File: config.mk
export PLATFORM = sky130hd
export DESIGN_NAME = dca_matrix_lsu_arbiter
export DESIGN_NICKNAME = d
export VERILOG_FILES = /design/src/rtl/dca_matrix_lsu_arbiter.sv
export SDC_FILE = /design/constraint.sdc
export NUM_CORES = 1
export LEC_CHECK = 0
export CAP_MARGIN = 30
export CORE_UTILIZATION = 31
export CTS_CLUSTER_SIZE = 20
export DETAILED_ROUTE_END_ITERATION = 12
export PLACE_DENSITY = 0.79
export SYNTH_ARGS = -nofsm -noshare
export SYNTH_HDL_FRONTEND = slang
export SYNTH_SLANG_ARGS = --single-unit
File: constraint.sdc
create_clock -name clk -period 4.5 [get_ports clk]
set_clock_uncertainty 0.15 [all_clocks]
set_input_delay 0.9 -clock clk [delete_from_list [all_inputs] [get_ports clk]]
set_output_delay 0.9 -clock clk [all_outputs]
set_load 0.01 [all_outputs]
File: src/rtl/dca_matrix_lsu_arbiter.sv
// dca_matrix_lsu_arbiter
//  Shares one matrix LSU port among three instruction channels of the matrix
//  MAC sequencer (ch0 = operand A read, ch1 = operand B read, ch2 = result
//  read/write). Grants round-robin per instruction, remembers the channel of
//  every read it issues in an order FIFO, and steers the in-order read data
//  back to that channel.
//
//  Handshake semantics (all channels): a transfer happens on a cycle where
//  valid and ready are both 1; once valid is raised toward the LSU the granted
//  instruction is held stable until the transfer.
//
//  Ports
//   clk, rstnn      clock, asynchronous active-low reset
//   clear           synchronous clear of all state
//   enable          0 freezes state and forces every valid/ready output low
//   req_*           per-channel instruction valid/ready/instruction
//   lsu_valid/ready/inst   granted instruction toward the LSU
//   lsu_rvalid/rready/rdata read-data beats from the LSU, in issue order
//   rsp_valid/ready/data   per-channel read data (data bus is shared)
//   outstanding     reads issued but not yet returned
//   busy            outstanding != 0 or an instruction is being offered
//   orphan_error    sticky flag: read data arrived with nothing outstanding

`ifndef BW_DCA_MATRIX_LSU_INST
`define BW_DCA_MATRIX_LSU_INST 32
`endif
`ifndef BW_DCA_MATRIX_LSU_INST_OPCODE
`define BW_DCA_MATRIX_LSU_INST_OPCODE 2
`endif
`ifndef DCA_MATRIX_LSU_INST_OPCODE_READ
`define DCA_MATRIX_LSU_INST_OPCODE_READ 2'd1
`endif

module dca_matrix_lsu_arbiter #(
   parameter int NUM_REQ         = 3,
   parameter int BW_LSU_INST     = `BW_DCA_MATRIX_LSU_INST,
   parameter int BW_RDATA        = 32,
   parameter int MAX_OUTSTANDING = 4
) (
   input  logic                              clk,
   input  logic                              rstnn,
   input  logic                              clear,
   input  logic                              enable,
   input  logic [NUM_REQ-1:0]                req_valid,
   output logic [NUM_REQ-1:0]                req_ready,
   input  logic [NUM_REQ*BW_LSU_INST-1:0]    req_inst,
   output logic                              lsu_valid,
   input  logic                              lsu_ready,
   output logic [BW_LSU_INST-1:0]            lsu_inst,
   input  logic                              lsu_rvalid,
   output logic                              lsu_rready,
   input  logic [BW_RDATA-1:0]               lsu_rdata,
   output logic [NUM_REQ-1:0]                rsp_valid,
   input  logic [NUM_REQ-1:0]                rsp_ready,
   output logic [BW_RDATA-1:0]               rsp_data,
   output logic [$clog2(MAX_OUTSTANDING):0]  outstanding,
   output logic                              busy,
   output logic                              orphan_error
);

   localparam int PW = $clog2(MAX_OUTSTANDING);
   localparam int IW = (NUM_REQ > 1) ? $clog2(NUM_REQ) : 1;
   localparam int OW = `BW_DCA_MATRIX_LSU_INST_OPCODE;

   logic               active;
   logic [NUM_REQ-1:0] is_read;
   logic [NUM_REQ-1:0] eligible;
   logic               full;
   logic               empty;
   logic               found;
   logic               use_lock;
   logic [IW-1:0]      search_idx;
   logic [IW-1:0]      win;
   logic [IW-1:0]      head;
   logic [IW-1:0]      cand;
   logic               hs;
   logic               push;
   logic               pop;

   logic [IW-1:0]      rr_ptr_q, rr_ptr_d;
   logic               lock_vld_q, lock_vld_d;
   logic [IW-1:0]      lock_idx_q, lock_idx_d;
   logic [PW:0]        wr_ptr_q, wr_ptr_d;
   logic [PW:0]        rd_ptr_q, rd_ptr_d;
   logic               orphan_q, orphan_d;
   logic [IW-1:0]      fifo_q [MAX_OUTSTANDING];
   logic [IW-1:0]      fifo_d [MAX_OUTSTANDING];

   // Reset is folded in so every valid/ready output is low while rstnn = 0.
   assign active = enable & rstnn;

   // Extra MSB on the pointers distinguishes full from empty.
   assign empty = (wr_ptr_q == rd_ptr_q);
   assign full  = (wr_ptr_q[PW] != rd_ptr_q[PW]) &&
                  (wr_ptr_q[PW-1:0] == rd_ptr_q[PW-1:0]);
   assign head  = fifo_q[rd_ptr_q[PW-1:0]];

   always_comb begin
      for (int i = 0; i < NUM_REQ; i++) begin
         is_read[i]  = (req_inst[i*BW_LSU_INST +: OW] == OW'(`DCA_MATRIX_LSU_INST_OPCODE_READ));
         // A read needs a free FIFO slot now; a pop in the same cycle gives no credit.
         eligible[i] = active & req_valid[i] & ~(is_read[i] & full);
      end
   end

   // Round-robin search starting at the pointer, wrapping over the channels.
   always_comb begin
      found      = 1'b0;
      search_idx = '0;
      cand       = '0;
      for (int k = 0; k < NUM_REQ; k++) begin
         cand = IW'((int'(rr_ptr_q) + k) % NUM_REQ);
         if (!found && eligible[cand]) begin
            found      = 1'b1;
            search_idx = cand;
         end
      end
   end

   // A stalled offer keeps its winner; if that channel drops out, fall back to the search.
   assign use_lock  = lock_vld_q & eligible[lock_idx_q];
   assign win       = use_lock ? lock_idx_q : search_idx;
   assign lsu_valid = use_lock | found;
   assign lsu_inst  = req_inst[int'(win)*BW_LSU_INST +: BW_LSU_INST];

   always_comb begin
      for (int i = 0; i < NUM_REQ; i++) begin
         req_ready[i] = lsu_valid & lsu_ready & (win == IW'(i));
      end
   end

   assign hs   = lsu_valid & lsu_ready;
   assign push = hs & is_read[win];

   // Response routing; with nothing outstanding the beat is drained unrouted.
   always_comb begin
      rsp_valid = '0;
      if (active && lsu_rvalid && !empty) begin
         rsp_valid[head] = 1'b1;
      end
   end
   assign lsu_rready = active & (empty | rsp_ready[head]);
   assign pop        = active & lsu_rvalid & ~empty & rsp_ready[head];
   assign rsp_data   = lsu_rdata;

   assign outstanding  = wr_ptr_q - rd_ptr_q;
   assign busy         = (outstanding != '0) | lsu_valid;
   assign orphan_error = orphan_q;

   always_comb begin
      rr_ptr_d   = rr_ptr_q;
      lock_vld_d = lock_vld_q;
      lock_idx_d = lock_idx_q;
      wr_ptr_d   = wr_ptr_q;
      rd_ptr_d   = rd_ptr_q;
      orphan_d   = orphan_q;
      fifo_d     = fifo_q;
      if (clear) begin
         rr_ptr_d   = '0;
         lock_vld_d = 1'b0;
         lock_idx_d = '0;
         wr_ptr_d   = '0;
         rd_ptr_d   = '0;
         orphan_d   = 1'b0;
      end else if (active) begin
         if (hs) begin
            rr_ptr_d = (win == IW'(NUM_REQ-1)) ? '0 : win + 1'b1;
         end
         lock_vld_d = lsu_valid & ~lsu_ready;
         lock_idx_d = win;
         if (push) begin
            fifo_d[wr_ptr_q[PW-1:0]] = win;
            wr_ptr_d = wr_ptr_q + 1'b1;
         end
         if (pop) begin
            rd_ptr_d = rd_ptr_q + 1'b1;
         end
         if (lsu_rvalid && empty) begin
            orphan_d = 1'b1;
         end
      end
   end

   always_ff @(posedge clk or negedge rstnn) begin
      if (!rstnn) begin
         rr_ptr_q   <= '0;
         lock_vld_q <= 1'b0;
         lock_idx_q <= '0;
         wr_ptr_q   <= '0;
         rd_ptr_q   <= '0;
         orphan_q   <= 1'b0;
      end else begin
         rr_ptr_q   <= rr_ptr_d;
         lock_vld_q <= lock_vld_d;
         lock_idx_q <= lock_idx_d;
         wr_ptr_q   <= wr_ptr_d;
         rd_ptr_q   <= rd_ptr_d;
         orphan_q   <= orphan_d;
      end
   end

   // Entry contents are only meaningful between the pointers, so no reset needed.
   always_ff @(posedge clk) begin
      fifo_q <= fifo_d;
   end

endmodule

==> flow_summary.toml, run 1 <==
[status]
status = "completed"

[synthesis]
synth_cells = 294
nets_in_the_synthesized_netlist = 444
yosys.cell_types.count = 48
syn_warnings = 0
number_of_synthesized_flops_with_an_enable_pin = 8
post_synth.cell_area_avg_um2 = 7.69
syn-cell-area_mm2 = 0.00226
dominantRegCellSynth = "sky130_fd_sc_hd__dfrtp_1"
ffs_latches_synth = 20
async_reset_ff_frac = 0.600
synth_seq_area_share = 0.239

[power]
sw_frac_of_total = 0.337
total_leakage_power_nw = 1.75
power_frac_seq = 0.284
power.combinational.fraction = 0.541
vdd.ir_drop.worst_mv = 0.0725
switching_power_mw = 0.239
clkPwrFrac = 0.175
power_density_mw_per_mm2 = 181
power.total_mw = 0.710
internal_power_mw = 0.471

[setup_path]
path_cells = "clkdlybuf4s50_1 > and4b_1 > a21oi_2 > buf_4 > and3_1 > o41ai_4 > buf_6 > nor2b_1 > clkdlybuf4s50_1"
crit_path_top_delay_cell = "sky130_fd_sc_hd__clkdlybuf4s50_1"
worst_setup_path_end_kind = "output pin"
path_common_cell = "sky130_fd_sc_hd__clkdlybuf4s50_1"
regToRegStartpoint = "wr_ptr_q[0]"
rr_endpoint = "fifo_q[0]"
timing.critical_path.required_ns = 3.45
worstSetupStartpointType = "input pin"
worst-endpoint-arrival_ns = 3.39
critPathKind = "in -> out"
worst-r2r-setup-slack_ns = 0.85
crit_path_max_incr_delay_ns = 0.55
worst_r2r_path_depth = 12
worst-path-max-fanout = 15

[timing]
achievable-frequency_mhz = 225
setup_repair_after_global_routing_missed_its_margin = "yes"
hold_viol_final = 0
fin_ws_ns = 0.0625
fin_tns_setup_ns = 0
worstMarginPinSlew_ns = 0.575
slew-limit-headroom = 0.616
final-max-slew-violation-count = 0
post-route-min-period_ns = 4.44
final_setup_violation_count = 0
post-route-period-util = 0.986
hold_ws_ns = 0.348

[cts]
skew_pair_late_insertion_delay_ns = 0.27
cts_made_buffers = 3
root_buffer = "sky130_fd_sc_hd__clkbuf_8"
tritoncts_clock_tree = "done"
cts-htree-levels = 1
clock_transition_at_the_register_clock_pins_on_the_worst_setup_and_hold_paths_after_cts_ns = 0.07
cts_max_path_buffers = 2
hold_buffers = 0
tritoncts_num_sinks = 20

[final_layout]
multi_input_area_mm2 = 0.00143
num-fill-cells = 638
layout_commonest_cell = "sky130_fd_sc_hd__clkdlybuf4s50_1"
final_area_mm2 = 0.00392
synthToLayoutAreaGrowth_pct = 73.2
register_area_um2 = 541
drive_gt1_frac = 0.109
net_total_in_the_final_layout = 582
leading_cell_types_in_the_layout_fill_and_taps_excluded = "sky130_fd_sc_hd__clkdlybuf4s50_1, sky130_fd_sc_hd__nand2_1, sky130_fd_sc_hd__a22oi_1, sky130_fd_sc_hd__dlygate4sd2_1, sky130_fd_sc_hd__buf_4"

[drt]
drt_iter0_drc = 108
route.detailed.vias_per_inst = 4.96
final_wl_um = 8700
antenna_left = 0
route.vias.total = 2621
routed_wire_length_per_instance_um = 16.5
drtPass1Iterations = 4
remaining_drc_errors = 0

[floorplan]
floorplan.core_area_mm2 = 0.00691
initial_utilization = 0.327
top_level_ports = 217
die_w_um = 87.4
fp.dieArea_mm2 = 0.00764
die-height_um = 87.4
num_rows = 30

[global_routing]
groute.usage.overall = 0.225
grt_antenna_before_repair = 1
globalRoute.totalOverflow = 0
first_pass_grt_wire_length_um = 13200
vias_in_the_first_global_route = 2607
pin_count_of_the_biggest_net_entering_global_routing = 28

[place]
dp_hpwl_um = 6990
place_worst_setup_slack_ns = -0.162
place_congestion = 0.882
placedInstanceArea_mm2 = 0.00381
io_buffers = 152

[hold_path]
holdCritPathClass = "reg -> reg"
timing.hold.worst_endpoint = "orphan_error"
worst_hold_path.num_cells = 2
min-delay-start = "orphan_error"

[run]
max-cap-violations = 0
-- layout make-up --
class                           instances  share of cell area
Timing Repair Buffer                  177               0.441
Multi-Input combinational cell        216               0.364
Sequential cell                        20               0.138
Tap cell                               96              0.0307
Inverter                               14              0.0134
Clock buffer                            3              0.0105
Clock inverter                          1            0.000959
Antenna cell                            1            0.000639
-- worst max-delay path: cells and delay by family --
kind | cells | cell delay, ns
AO/OA/AOI/OAI | 2 | 0.49
AND/OR/NAND/NOR | 3 | 0.63
buffers and inverters | 4 | 1.36
-- power groups by stage --
stage / sequential (mW) / combinational [mW] / clock [mW]
after floorplan: 0.203 / 0.180 / 0
after global placement: 0.204 / 0.398 / 0
after detailed placement: 0.205 / 0.401 / 0
after CTS: 0.201 / 0.382 / 0.125
after global routing: 0.202 / 0.417 / 0.132
final: 0.201 / 0.384 / 0.124
-- how the worst max path moves through the flow --
| stage | start | cells after the start | end | slack (ns) |
|---|---|---|---|---|
| 6_report | req_inst[1] | 9 | req_ready[1] | 0.06 |
| 5_1_grt | req_inst[1] | 9 | req_ready[1] | -0.08 |
| 4_1_cts | req_inst[1] | 10 | req_ready[2] | 0.01 |
| 3_5_place_dp | req_inst[1] | 9 | lsu_inst[10] | -0.16 |
| 3_3_place_gp | req_inst[1] | 9 | lsu_inst[10] | -0.14 |
| 2_1_floorplan | req_inst[1] | 7 | req_ready[1] | 0.81 |
-- synthesized netlist by cell type, types with 4 or more instances --
master / number / area share
sky130_fd_sc_hd__nand2_1: 69 / 0.11
sky130_fd_sc_hd__and2_1: 7 / 0.019
sky130_fd_sc_hd__buf_2: 5 / 0.011
sky130_fd_sc_hd__o21ai_0: 4 / 0.0089
sky130_fd_sc_hd__nor3_1: 5 / 0.011
sky130_fd_sc_hd__ha_1: 9 / 0.050
sky130_fd_sc_hd__a21oi_1: 8 / 0.018
sky130_fd_sc_hd__nand3_1: 6 / 0.013
sky130_fd_sc_hd__a22oi_1: 32 / 0.11
sky130_fd_sc_hd__nor2b_1: 7 / 0.019
sky130_fd_sc_hd__buf_4: 32 / 0.11
sky130_fd_sc_hd__inv_1: 14 / 0.023
sky130_fd_sc_hd__nor2_1: 17 / 0.028
sky130_fd_sc_hd__a211oi_1: 5 / 0.017
sky130_fd_sc_hd__clkbuf_1: 5 / 0.0083
sky130_fd_sc_hd__nand2b_1: 4 / 0.011
sky130_fd_sc_hd__dfrtp_1: 12 / 0.13
sky130_fd_sc_hd__edfxtp_1: 8 / 0.11
-- cell families after synthesis --
kind of cell / synth area share
xor gates and xnor gates: 0.0227
muxes: 0.0481
and+or+nand+nor: 0.272
DFF: 0.239
AOI/OAI and AO/OA: 0.207
adders and majority gates: 0.0587
buffers and inverters: 0.152
-- metal layers --
metal | up-vias | routed length, um | track usage
met5 | - | 0 | 0
met2 | 135 | 4310 | 0.397
li1 | 1277 | - | -
met3 | 21 | 661 | 0.0408
met1 | 1188 | 3390 | 0.261
met4 | 0 | 329 | 0.110
-- registers in the layout, summed over array words and instances, names as in the netlist --
signal,count
orphan_error,1
rd_ptr_q,3
wr_ptr_q,3
fifo_q,8
lock_vld_q,1
lock_idx_q,2
rr_ptr_q,2
-- metrics by stage --
step | instances | util
finish | 528 | 0.567
detailed placement | 518 | 0.552
global route | 528 | 0.567
global placement | 518 | 0.552
CTS | 525 | 0.561
floorplan | 294 | -
-- timing repair --
item / in CTS / in global routing
gates cloned: 1 / 0
setup buffers: 2 / 2
setup endpoints to repair: 36 / 4
gates resized for setup: 43 / 7
pin swaps: 2 / 3
endpoints found under the hold margin: 0 / 0
Note: power is estimated with default switching activity, not from simulation.
==> run 2, diff against run 1 <==
--- a/config.mk
+++ b/config.mk
@@ -10,6 +10,7 @@
 export CTS_CLUSTER_SIZE = 20
 export DETAILED_ROUTE_END_ITERATION = 12
 export PLACE_DENSITY = 0.79
+export SKIP_CTS_REPAIR_TIMING = 1
 export SYNTH_ARGS = -nofsm -noshare
 export SYNTH_HDL_FRONTEND = slang
 export SYNTH_SLANG_ARGS = --single-unit
==> flow_summary.toml, run 2 (synthesis gave the netlist of run 1 again) <==
[place]
dp_cells = 518
dp_hpwl_um = 6990
io_buffers = 152
place_worst_setup_slack_ns = -0.162
place_congestion = 0.882

[drt]
top_layer_used = "met4"
met2_length_um = 4380
antenna_left = 0
remaining_drc_errors = 0
route.detailed.vias_per_inst = 4.96
final_wl_um = 8720
wl_met3_um = 640
drtPass1Iterations = 6
met1_length_um = 3410
route.vias.total = 2605
routed_wire_length_per_instance_um = 16.6
drt_iter0_drc = 95

[timing]
final-max-slew-violation-count = 0
final_setup_violation_count = 17
fin_tns_setup_ns = -1.15
worstMarginPinSlew_ns = 0.589
post-route-period-util = 1.03
slew-limit-headroom = 0.606
hold_ws_ns = 0.352
achievable-frequency_mhz = 216
post-route-min-period_ns = 4.62
setup_repair_after_global_routing_missed_its_margin = "yes"
fin_ws_ns = -0.122
hold_viol_final = 0

[power]
sw_frac_of_total = 0.328
power_density_mw_per_mm2 = 184
vdd.ir_drop.worst_mv = 0.0738
switching_power_mw = 0.239
internal_power_mw = 0.490
power_frac_seq = 0.276
total_leakage_power_nw = 1.83
power.combinational.fraction = 0.552
clkPwrFrac = 0.171

[global_routing]
pin_count_of_the_biggest_net_entering_global_routing = 28
groute.usage.overall = 0.219
vias_in_the_first_global_route = 2554
grt_antenna_before_repair = 1
first_pass_grt_wire_length_um = 12800
globalRoute.totalOverflow = 0

[floorplan]
floorplan.core_area_mm2 = 0.00691
fp.dieArea_mm2 = 0.00764
initial_utilization = 0.327
num_rows = 30
die_w_um = 87.4
die-height_um = 87.4
top_level_ports = 217

[setup_path]
worst-path-max-fanout = 13
worstSetupStartpointType = "input pin"
timing.critical_path.required_ns = 3.45
critPathKind = "in -> out"
worst-endpoint-arrival_ns = 3.57
worst_setup_path_end_kind = "output pin"

[final_layout]
final_cells = 525
layout_commonest_cell = "sky130_fd_sc_hd__clkdlybuf4s50_1"
synthToLayoutAreaGrowth_pct = 75.0
leading_cell_types_in_the_layout_fill_and_taps_excluded = "sky130_fd_sc_hd__clkdlybuf4s50_1, sky130_fd_sc_hd__nand2_1, sky130_fd_sc_hd__a22oi_1, sky130_fd_sc_hd__dlymetal6s2s_1, sky130_fd_sc_hd__buf_4"
fin_util = 0.573
number_of_flip_flops_in_the_largest_register = 8
drive_gt1_frac = 0.100
largest_register = "fifo_q"
largest_registers = "fifo_q: 8 flops, rd_ptr_q: 3 flops, wr_ptr_q: 3 flops"
net_total_in_the_final_layout = 579

[cts]
skew_pair_late_insertion_delay_ns = 0.27
cts_made_buffers = 3
tritoncts_clock_tree = "done"
cts-htree-levels = 1
tritoncts_num_sinks = 20
root_buffer = "sky130_fd_sc_hd__clkbuf_8"
clock_transition_at_the_register_clock_pins_on_the_worst_setup_and_hold_paths_after_cts_ns = 0.08
cts_max_path_buffers = 2

[hold_path]
holdCritPathClass = "reg -> reg"

[status]
failing_checks = "negative setup slack"
status = "finished with violations"

[run]
max-cap-violations = 0
[run 2: power by group through the flow]
stage	registers (mW)	logic (mW)	clock network [mW]
6_report	0.202	0.403	0.125
5_1_grt	0.202	0.435	0.132
2_1_floorplan	0.203	0.180	0
4_1_cts	0.201	0.405	0.125
3_5_place_dp	0.205	0.401	0
3_3_place_gp	0.204	0.398	0
[run 2: per-layer routing]
metal / vias up / GRT usage
met4: 0 / 0.106
li1: 1269 / -
met1: 1182 / 0.257
met3: 19 / 0.0408
met2: 135 / 0.381
met5: - / 0
[run 2: final cells by class]
class,count,area [um^2]
Fill cell,622,2950
Clock buffer,3,41.3
Sequential cell,20,541
Tap cell,96,120
Timing Repair Buffer,174,1770
Multi-Input combinational cell,216,1420
Inverter,14,52.6
Antenna cell,1,2.50
Clock inverter,1,3.75
[run 2: worst paths after layout]
kind	slack, ns	depth (start not counted)	start	to
max	-0.12	11	req_inst[1]	lsu_inst[18]
max reg2reg	0.87	11	wr_ptr_q[0]	fifo_q[0]
min reg2reg	0.35	2	orphan_error	orphan_error
min	0.35	2	orphan_error	orphan_error
min in group asynchronous	0.91	2	rstnn	rd_ptr_q[2]
max in group asynchronous	3.12	2	rstnn	wr_ptr_q[0]
[run 2: worst max-delay path, stage by stage]
cell                              delay [ns]
sky130_fd_sc_hd__clkdlybuf4s50_1        0.44
sky130_fd_sc_hd__and4b_1                0.31
sky130_fd_sc_hd__a21oi_2                0.07
sky130_fd_sc_hd__buf_4                  0.15
sky130_fd_sc_hd__and3_1                 0.20
sky130_fd_sc_hd__o41ai_4                0.42
sky130_fd_sc_hd__buf_4                  0.20
sky130_fd_sc_hd__buf_6                  0.16
sky130_fd_sc_hd__a22oi_1                0.11
sky130_fd_sc_hd__nand2_1                0.08
sky130_fd_sc_hd__clkdlybuf4s50_1        0.53
[run 2: metrics by stage]
step	cell area (um^2)	total power [mW]
finish	3960	0.729
global route	3960	0.769
CTS	3860	0.731
detailed placement	3810	0.606
global placement	3810	0.602
floorplan	2260	0.383
==> run 3, diff against run 2 <==
--- a/config.mk
+++ b/config.mk
@@ -6,10 +6,10 @@
 export NUM_CORES = 1
 export LEC_CHECK = 0
 export CAP_MARGIN = 30
-export CORE_UTILIZATION = 31
+export CORE_UTILIZATION = 28
 export CTS_CLUSTER_SIZE = 20
 export DETAILED_ROUTE_END_ITERATION = 12
-export PLACE_DENSITY = 0.79
+export PLACE_DENSITY = 0.75
 export SKIP_CTS_REPAIR_TIMING = 1
 export SYNTH_ARGS = -nofsm -noshare
 export SYNTH_HDL_FRONTEND = slang
==> constraint.sdc (replaced) <==
create_clock -name clk -period 3.8 [get_ports clk]
set_clock_uncertainty 0.15 [all_clocks]
set_input_delay 0.76 -clock clk [delete_from_list [all_inputs] [get_ports clk]]
set_output_delay 0.76 -clock clk [all_outputs]
set_load 0.01 [all_outputs]
==> flow_summary.toml, run 3 (synthesis gave the netlist of run 1 again) <==
[power]
total_leakage_power_nw = 2.31
power_density_mw_per_mm2 = 207
clkPwrFrac = 0.154
power.combinational.fraction = 0.588
switching_power_mw = 0.301
sw_frac_of_total = 0.325
vdd.ir_drop.worst_mv = 0.108
power.total_mw = 0.926
power_frac_seq = 0.258
internal_power_mw = 0.625

[timing]
worstMarginPinSlew_ns = 0.557
final-max-slew-violation-count = 0
post-route-min-period_ns = 3.80
post-route-period-util = 1.00
hold_ws_ns = 0.366
fin_ws_ns = -0.00468
slew-limit-headroom = 0.628
fin_tns_setup_ns = -0.00468
final_setup_violation_count = 1
achievable-frequency_mhz = 263
hold_viol_final = 0

[place]
place_congestion = 0.886
dp_hpwl_um = 6860
io_buffers = 152

[cts]
cts-htree-levels = 1
tritoncts_clock_tree = "done"
skew_pair_late_insertion_delay_ns = 0.26
cts_max_path_buffers = 2
clock_transition_at_the_register_clock_pins_on_the_worst_setup_and_hold_paths_after_cts_ns = 0.08
cts_made_buffers = 3
tritoncts_num_sinks = 20
root_buffer = "sky130_fd_sc_hd__clkbuf_8"

[global_routing]
first_pass_grt_wire_length_um = 13200
globalRoute.totalOverflow = 0
groute.usage.overall = 0.197
pin_count_of_the_biggest_net_entering_global_routing = 26
grt_antenna_before_repair = 0
vias_in_the_first_global_route = 2701

[hold_path]
holdCritPathClass = "reg -> reg"

[setup_path]
worstSetupStartpointType = "register"
timing.critical_path.required_ns = 2.89
worst_setup_path_end_kind = "output pin"
critPathKind = "reg -> out"
worst-path-max-fanout = 6
path_common_cell = "sky130_fd_sc_hd__buf_6"
worst-endpoint-arrival_ns = 2.89
crit_path_top_delay_cell = "sky130_fd_sc_hd__o41ai_2"
cpLargestDelayFamily = "simple AND/OR/NAND/NOR gates"
critPathBufInv = 5
path_cells = "ha_4 > and4b_2 > buf_6 > a211oi_2 > o41ai_2 > and2_4 > nor2_4 > buf_6 > clkbuf_16 > buf_4 > nand2_2 > nand2_1 > buf_2"
crit_path_max_incr_delay_ns = 0.50

[floorplan]
die-height_um = 91.9
num_rows = 32
fp.dieArea_mm2 = 0.00844
initial_utilization = 0.291
top_level_ports = 217
floorplan.core_area_mm2 = 0.00777
die_w_um = 91.9

[status]
status = "finished with violations"
failing_checks = "negative setup slack"

[drt]
drtPass1Iterations = 4
route.vias.total = 2806
routed_wire_length_per_instance_um = 16.3
remaining_drc_errors = 0
final_wl_um = 9290
drt_iter0_drc = 65
route.detailed.vias_per_inst = 4.93
antenna_left = 0

[final_layout]
register_area_um2 = 541
number_of_flip_flops_in_the_largest_register = 8
insertedDiodeCount = 0
multi_input_area_mm2 = 0.00153
largest_register = "fifo_q"
net_total_in_the_final_layout = 618
drive_gt1_frac = 0.233
layout_commonest_cell = "sky130_fd_sc_hd__clkdlybuf4s50_1"
leading_cell_types_in_the_layout_fill_and_taps_excluded = "sky130_fd_sc_hd__clkdlybuf4s50_1, sky130_fd_sc_hd__nand2_1, sky130_fd_sc_hd__buf_4, sky130_fd_sc_hd__dlymetal6s2s_1, sky130_fd_sc_hd__a22oi_1"
synthToLayoutAreaGrowth_pct = 98.2
num-fill-cells = 699
largest_registers = "fifo_q: 8 flops, rd_ptr_q: 3 flops, wr_ptr_q: 3 flops"

[run]
max-cap-violations = 0
==> run 3: through the flow <==
stage	instance area, um^2	setup WS [ns]	cells	utilization
after floorplan	2260	0.388	294	-
after global placement	3970	-0.503	546	0.511
after detailed placement	3970	-0.579	546	0.511
after CTS	4020	-0.598	550	0.517
after global routing	4480	-0.0706	569	0.577
final	4480	-0.00468	569	0.577
==> run 3: path summary, 6_finish.rpt <==
check                        startpoint            to  slack, ns  cells after the start
setup / recovery            rd_ptr_q[0]  lsu_inst[12]     -0.005                     13
hold / removal             orphan_error  orphan_error       0.37                      2
setup reg to reg            rd_ptr_q[1]   wr_ptr_q[2]       0.37                     14
hold reg to reg            orphan_error  orphan_error       0.37                      2
max in group asynchronous         rstnn    lock_vld_q       2.83                      2
min in group asynchronous         rstnn   rd_ptr_q[1]       0.51                      2
==> run 3: tightest hold or removal path, stage by stage (launching register included) <==
cell and delay, ns:
sky130_fd_sc_hd__dfrtp_1 0.35, sky130_fd_sc_hd__nor2_1 0.05, sky130_fd_sc_hd__nor2_1 0.07
==> run 3: area by class of cell <==
class,instances,area share
tap,102,0.0285
sequential,20,0.121
inverter,14,0.0117
clock inverter,1,0.000838
timing repair buffer,213,0.488
multi-input combinational,216,0.341
clock buffer,3,0.00922
==> run 3: power by group through the flow <==
stage,clock (mW),sequential (mW),combinational (mW)
3_5_place_dp,0,0.242,0.487
4_1_cts,0.144,0.238,0.491
6_report,0.143,0.239,0.545
5_1_grt,0.155,0.239,0.589
3_3_place_gp,0,0.242,0.483
2_1_floorplan,0,0.241,0.213
==> run 3: metal layers <==
metal,GRT usage,routed length (um),up-vias
li1,-,-,1347
met1,0.240,3500,1304
met2,0.351,4940,135
met3,0.0315,678,20
met4,0.0651,178,0
met5,0,0,-
==> RTL change 1: new RTL, config.mk and constraints of run 3 <==
Reset style: synchronous (`rstnn`), changed in one clocked block. Comments in the files are not updated.
--- a/src/rtl/dca_matrix_lsu_arbiter.sv
+++ b/src/rtl/dca_matrix_lsu_arbiter.sv
@@ -183,3 +183,3 @@
 
-   always_ff @(posedge clk or negedge rstnn) begin
+   always_ff @(posedge clk) begin
       if (!rstnn) begin
Formal check against the unedited RTL: differs if rstnn is asserted again (counterexample within 4 cycles, from zero or initial values and one cycle with rstnn low); with rstnn held inactive, the same outputs for 4 cycles.
==> RTL change 1 against run 3 <==
- routed wire length grew 3.1%
- final area is 4.4% lower
- sequential share of layout area decreased by 0.79 points
- total power is 11% lower
- cell count shrank 2.3%
- global-route usage grew 1.5 points
- clock power increased by 55%
- combinational power is 30% lower
- via count increased by 0.64%
- worst setup slack better by 0.028 ns
- area after synthesis shrank 4.0%
- sequential cell count is the same
- register-to-register slack got worse by 0.34 ns
- hold slack worse by 0.041 ns
- critical endpoint is now lsu_inst[11]
- highest routed layer unchanged
==> RTL change 1: results <==
drt:
  wl_met1_um: 3850
  first_iter_violations: 259
  drt_first_pass_iters: 5
  dr_total_vias: 2824
  dr_wl_met3_um: 657
  wl_met2_um: 4920
  wl_per_cell_um: 17.2
  wl_um: 9580
worst_setup_path:
  critical_path_arrival_ns: 2.87
  reg2reg_from: "rd_ptr_q[2]"
  critPathMaxStageDelay_ns: 0.42
  r2r_end: "fifo_q[5]"
  crit_fanout: 7
  r2r_slack_ns: 0.03
  ff2ff_path_depth: 11
  cp_slowest_cell: "o311a_4"
placed_design:
  io_buffers: 152
  hpwlAfterDp_um: 7240
  place_ws_ns: -0.806
  dp_cells: 538
  place_congestion: 0.900
  place_area_um2: 3850
logic_synthesis:
  syn_nets: 441
  synthDistinctLibCells: 51
  synth_common_cells: "nand2_1 (79), buf_4 (32), a22oi_1 (30), inv_1 (15), dfxtp_1 (12)"
  yosys_warnings: 0
  synthArstFlopShare_pct: 0
  syn_inst: 291
  synth-edff-count: 8
  ys_seq_area_share_pct: 22.1
  synth_ff_type: "dfxtp_1"
  synthTopCellsByArea: "nand2_1 (14%), dfxtp_1 (11%), buf_4 (11%)"
grt:
  antenna_found_initial: 0
  track_usage_pct: 21.2
  grt_pass1_wl_um: 13800
  grt_max_degree: 23
  use_met1_pct: 26.0
  use_met2_pct: 37.3
  use_met3_pct: 4.23
outcome:
  status: "completed"
min_path:
  hold_depth: 2
  hp-start: "orphan_error"
  min_to: "orphan_error"
  min_path_type: "flip-flop to flip-flop"
final_layout:
  fillers: 665
  drive_gt1_share_pct: 23.9
  largestRegisters: "fifo_q: 8 flops, rd_ptr_q: 3 flops, wr_ptr_q: 3 flops"
  nNetsFinal: 608
sta:
  hold_slack_ns: 0.324
  max_slew_margin_pct: 61.9
clock_network:
  clk_pin_slew_ns: 0.08
  clk_latency_ns: 0.27
  cts_buffers: 3
  h-tree-depth: 1
  root_buffer: "clkbuf_8"
  cts_buffer_depth: 2
pwr:
  peakVddDrop_mv: 0.108
  p_switching_uw: 236
  leakage_nw: 2.16
-- RTL change 1: changes by cell type after synthesis, moves of 5 or more --
| cell | before | now |
|---|---|---|
| nor2b_1 | 7 | 2 |
| nand2_1 | 69 | 79 |
| nor2_1 | 17 | 11 |
| and2_1 | 7 | 2 |
| dfxtp_1 | 0 | 12 |
| dfrtp_1 | 12 | 0 |
-- RTL change 1: area by class of cell --
cell class              instances  area (um^2)  share of cell area [%]
clock inverters                 1         30.0                   0.701
repair buffers                207         2000                    46.7
multi-input cells             210         1540                    36.0
flip-flops and latches         20          483                    11.3
clock buffers                   3         41.3                   0.964
well taps                      99          124                    2.89
inverters                      16         60.1                    1.40
-- RTL change 1: power by group through the flow --
stage | Combinational (mW) | Clock [mW] | Sequential [mW]
2_1_floorplan | 0.150 | 0 | 0.231
3_3_place_gp | 0.364 | 0 | 0.231
3_5_place_dp | 0.366 | 0 | 0.231
4_1_cts | 0.370 | 0.224 | 0.226
5_1_grt | 0.407 | 0.233 | 0.227
6_report | 0.379 | 0.221 | 0.227
-- RTL change 1: worst max path at each step --
stage / start / end / slack [ns]
after floorplan: req_inst[65] / req_ready[1] / 0.20
after global placement: req_inst[64] / lsu_inst[0] / -0.63
after detailed placement: req_inst[33] / busy / -0.81
after CTS: req_inst[33] / busy / -0.82
after global routing: wr_ptr_q[0] / busy / -0.09
final: req_inst[65] / lsu_inst[11] / 0.02
-- RTL change 1: kinds of logic (layout without fill, tap and decap cells) --
family,count (synthesis),after routing,synth area share (%)
compound gates,63,63,22.4
flops,20,20,22.1
simple gates,125,125,26.3
buf+inv,61,227,16.1
mux,8,8,4.90
fa+ha+maj,10,10,6.11
xor+xnor,4,4,1.96
-- RTL change 1: critical path, delay by kind of cell --
kind	cells	cell delay (ns)
buf+inv	5	0.75
simple gates	4	0.54
compound gates	3	0.80
==> RTL change 2: new RTL, flow settings as in run 3 <==
Made on the original files. Change the parameter `MAX_OUTSTANDING` from 4 to 2.
--- a/src/rtl/dca_matrix_lsu_arbiter.sv
+++ b/src/rtl/dca_matrix_lsu_arbiter.sv
@@ -37,3 +37,3 @@
    parameter int BW_RDATA        = 32,
-   parameter int MAX_OUTSTANDING = 4
+   parameter int MAX_OUTSTANDING = 2
 ) (
Ports: changed (resized outstanding); port bits go from 217 to 216. No check against the original RTL was run, so the function may have changed too.
==> RTL change 2 against run 3 <==
- the flow finishes with violations (design-rule violations)
- final area is 17% lower
- routed wire length is 11% lower
- sequential cell count is 6 lower
- total power shrank 23%
- area after synthesis down 15%
- combinational power shrank 23%
- worst setup slack improved by 0.0051 ns
==> RTL change 2: results <==
drt:
  drt_first_pass_iters: 9
  route.detailed.drc: 9
  first_iter_violations: 138
  viasPerCell: 5.16
final_layout:
  n_all_inverters: 11
  clock_buffers: 4
  nonClkBufAreaFrac_pct: 49.3
  fillers: 595
  fin_util_pct: 57.3
  clock_area_share_pct: 1.21
  seqCellArea_um2: 370
pwr:
  seq_power_uw: 165
  p_comb_uw: 419
  peakVddDrop_mv: 0.0778
worst_setup_path:
  r2r_slack_ns: 0.62
  critPathMaxStageDelay_ns: 0.40
  r2r_end: "fifo_q[0]"
  critical-path-top-delay-family: "buffers and inverters"
  cp-endpoint: "lsu_inst[3]"
  cp_slowest_cell: "clkdlybuf4s50_1"
outcome:
  status: "complete, but fails checks"
  violations: "design-rule violations"
grt:
  track_usage_pct: 20.0
  grt_pass1_vias: 2498
logic_synthesis:
  ys_seq_area_share_pct: 19.2
  synthDistinctLibCells: 51
  netlist_area_um2: 1930
  synth_common_cells: "nand2_1 (72), a22oi_1 (33), buf_4 (32), nor2_1 (12)"
  synthTopCellsByArea: "nand2_1 (14%), dfrtp_1 (13%), a22oi_1 (13%)"
placed_design:
  hpwlAfterDp_um: 6270
sta:
  max_slew_margin_pct: 59.7
  hold_slack_ns: 0.377
min_path:
  hold_depth: 1
## RTL change 2: cell types whose count changed after synthesis, sizes merged, moves of 4 or more
cell           run 3  this run
a211oi             5         1
and2               7         3
edfxtp             8         4
ha                 9         3
inv               14        10
nor2              17        12
## RTL change 2: per-layer routing
layer / routed length, um / up-vias / track usage [%]
li1: - / 1247 / -
met1: 3160 / 1201 / 23.3
met2: 4460 / 139 / 37.8
met3: 555 / 8 / 3.31
met4: 66 / 0 / 4.78
met5: 0 / - / 0
## RTL change 2: kinds of logic (layout without fill, tap and decap cells)
| group | Yosys count | in the layout | share of synthesized area, % |
|---|---|---|---|
| fa+ha+maj | 3 | 3 | 1.95 |
| xor+xnor | 5 | 5 | 2.66 |
| mux | 7 | 7 | 4.09 |
| flops | 14 | 14 | 19.2 |
| buf+inv | 57 | 209 | 17.7 |
| simple gates | 116 | 116 | 26.8 |
| compound gates | 72 | 72 | 27.7 |
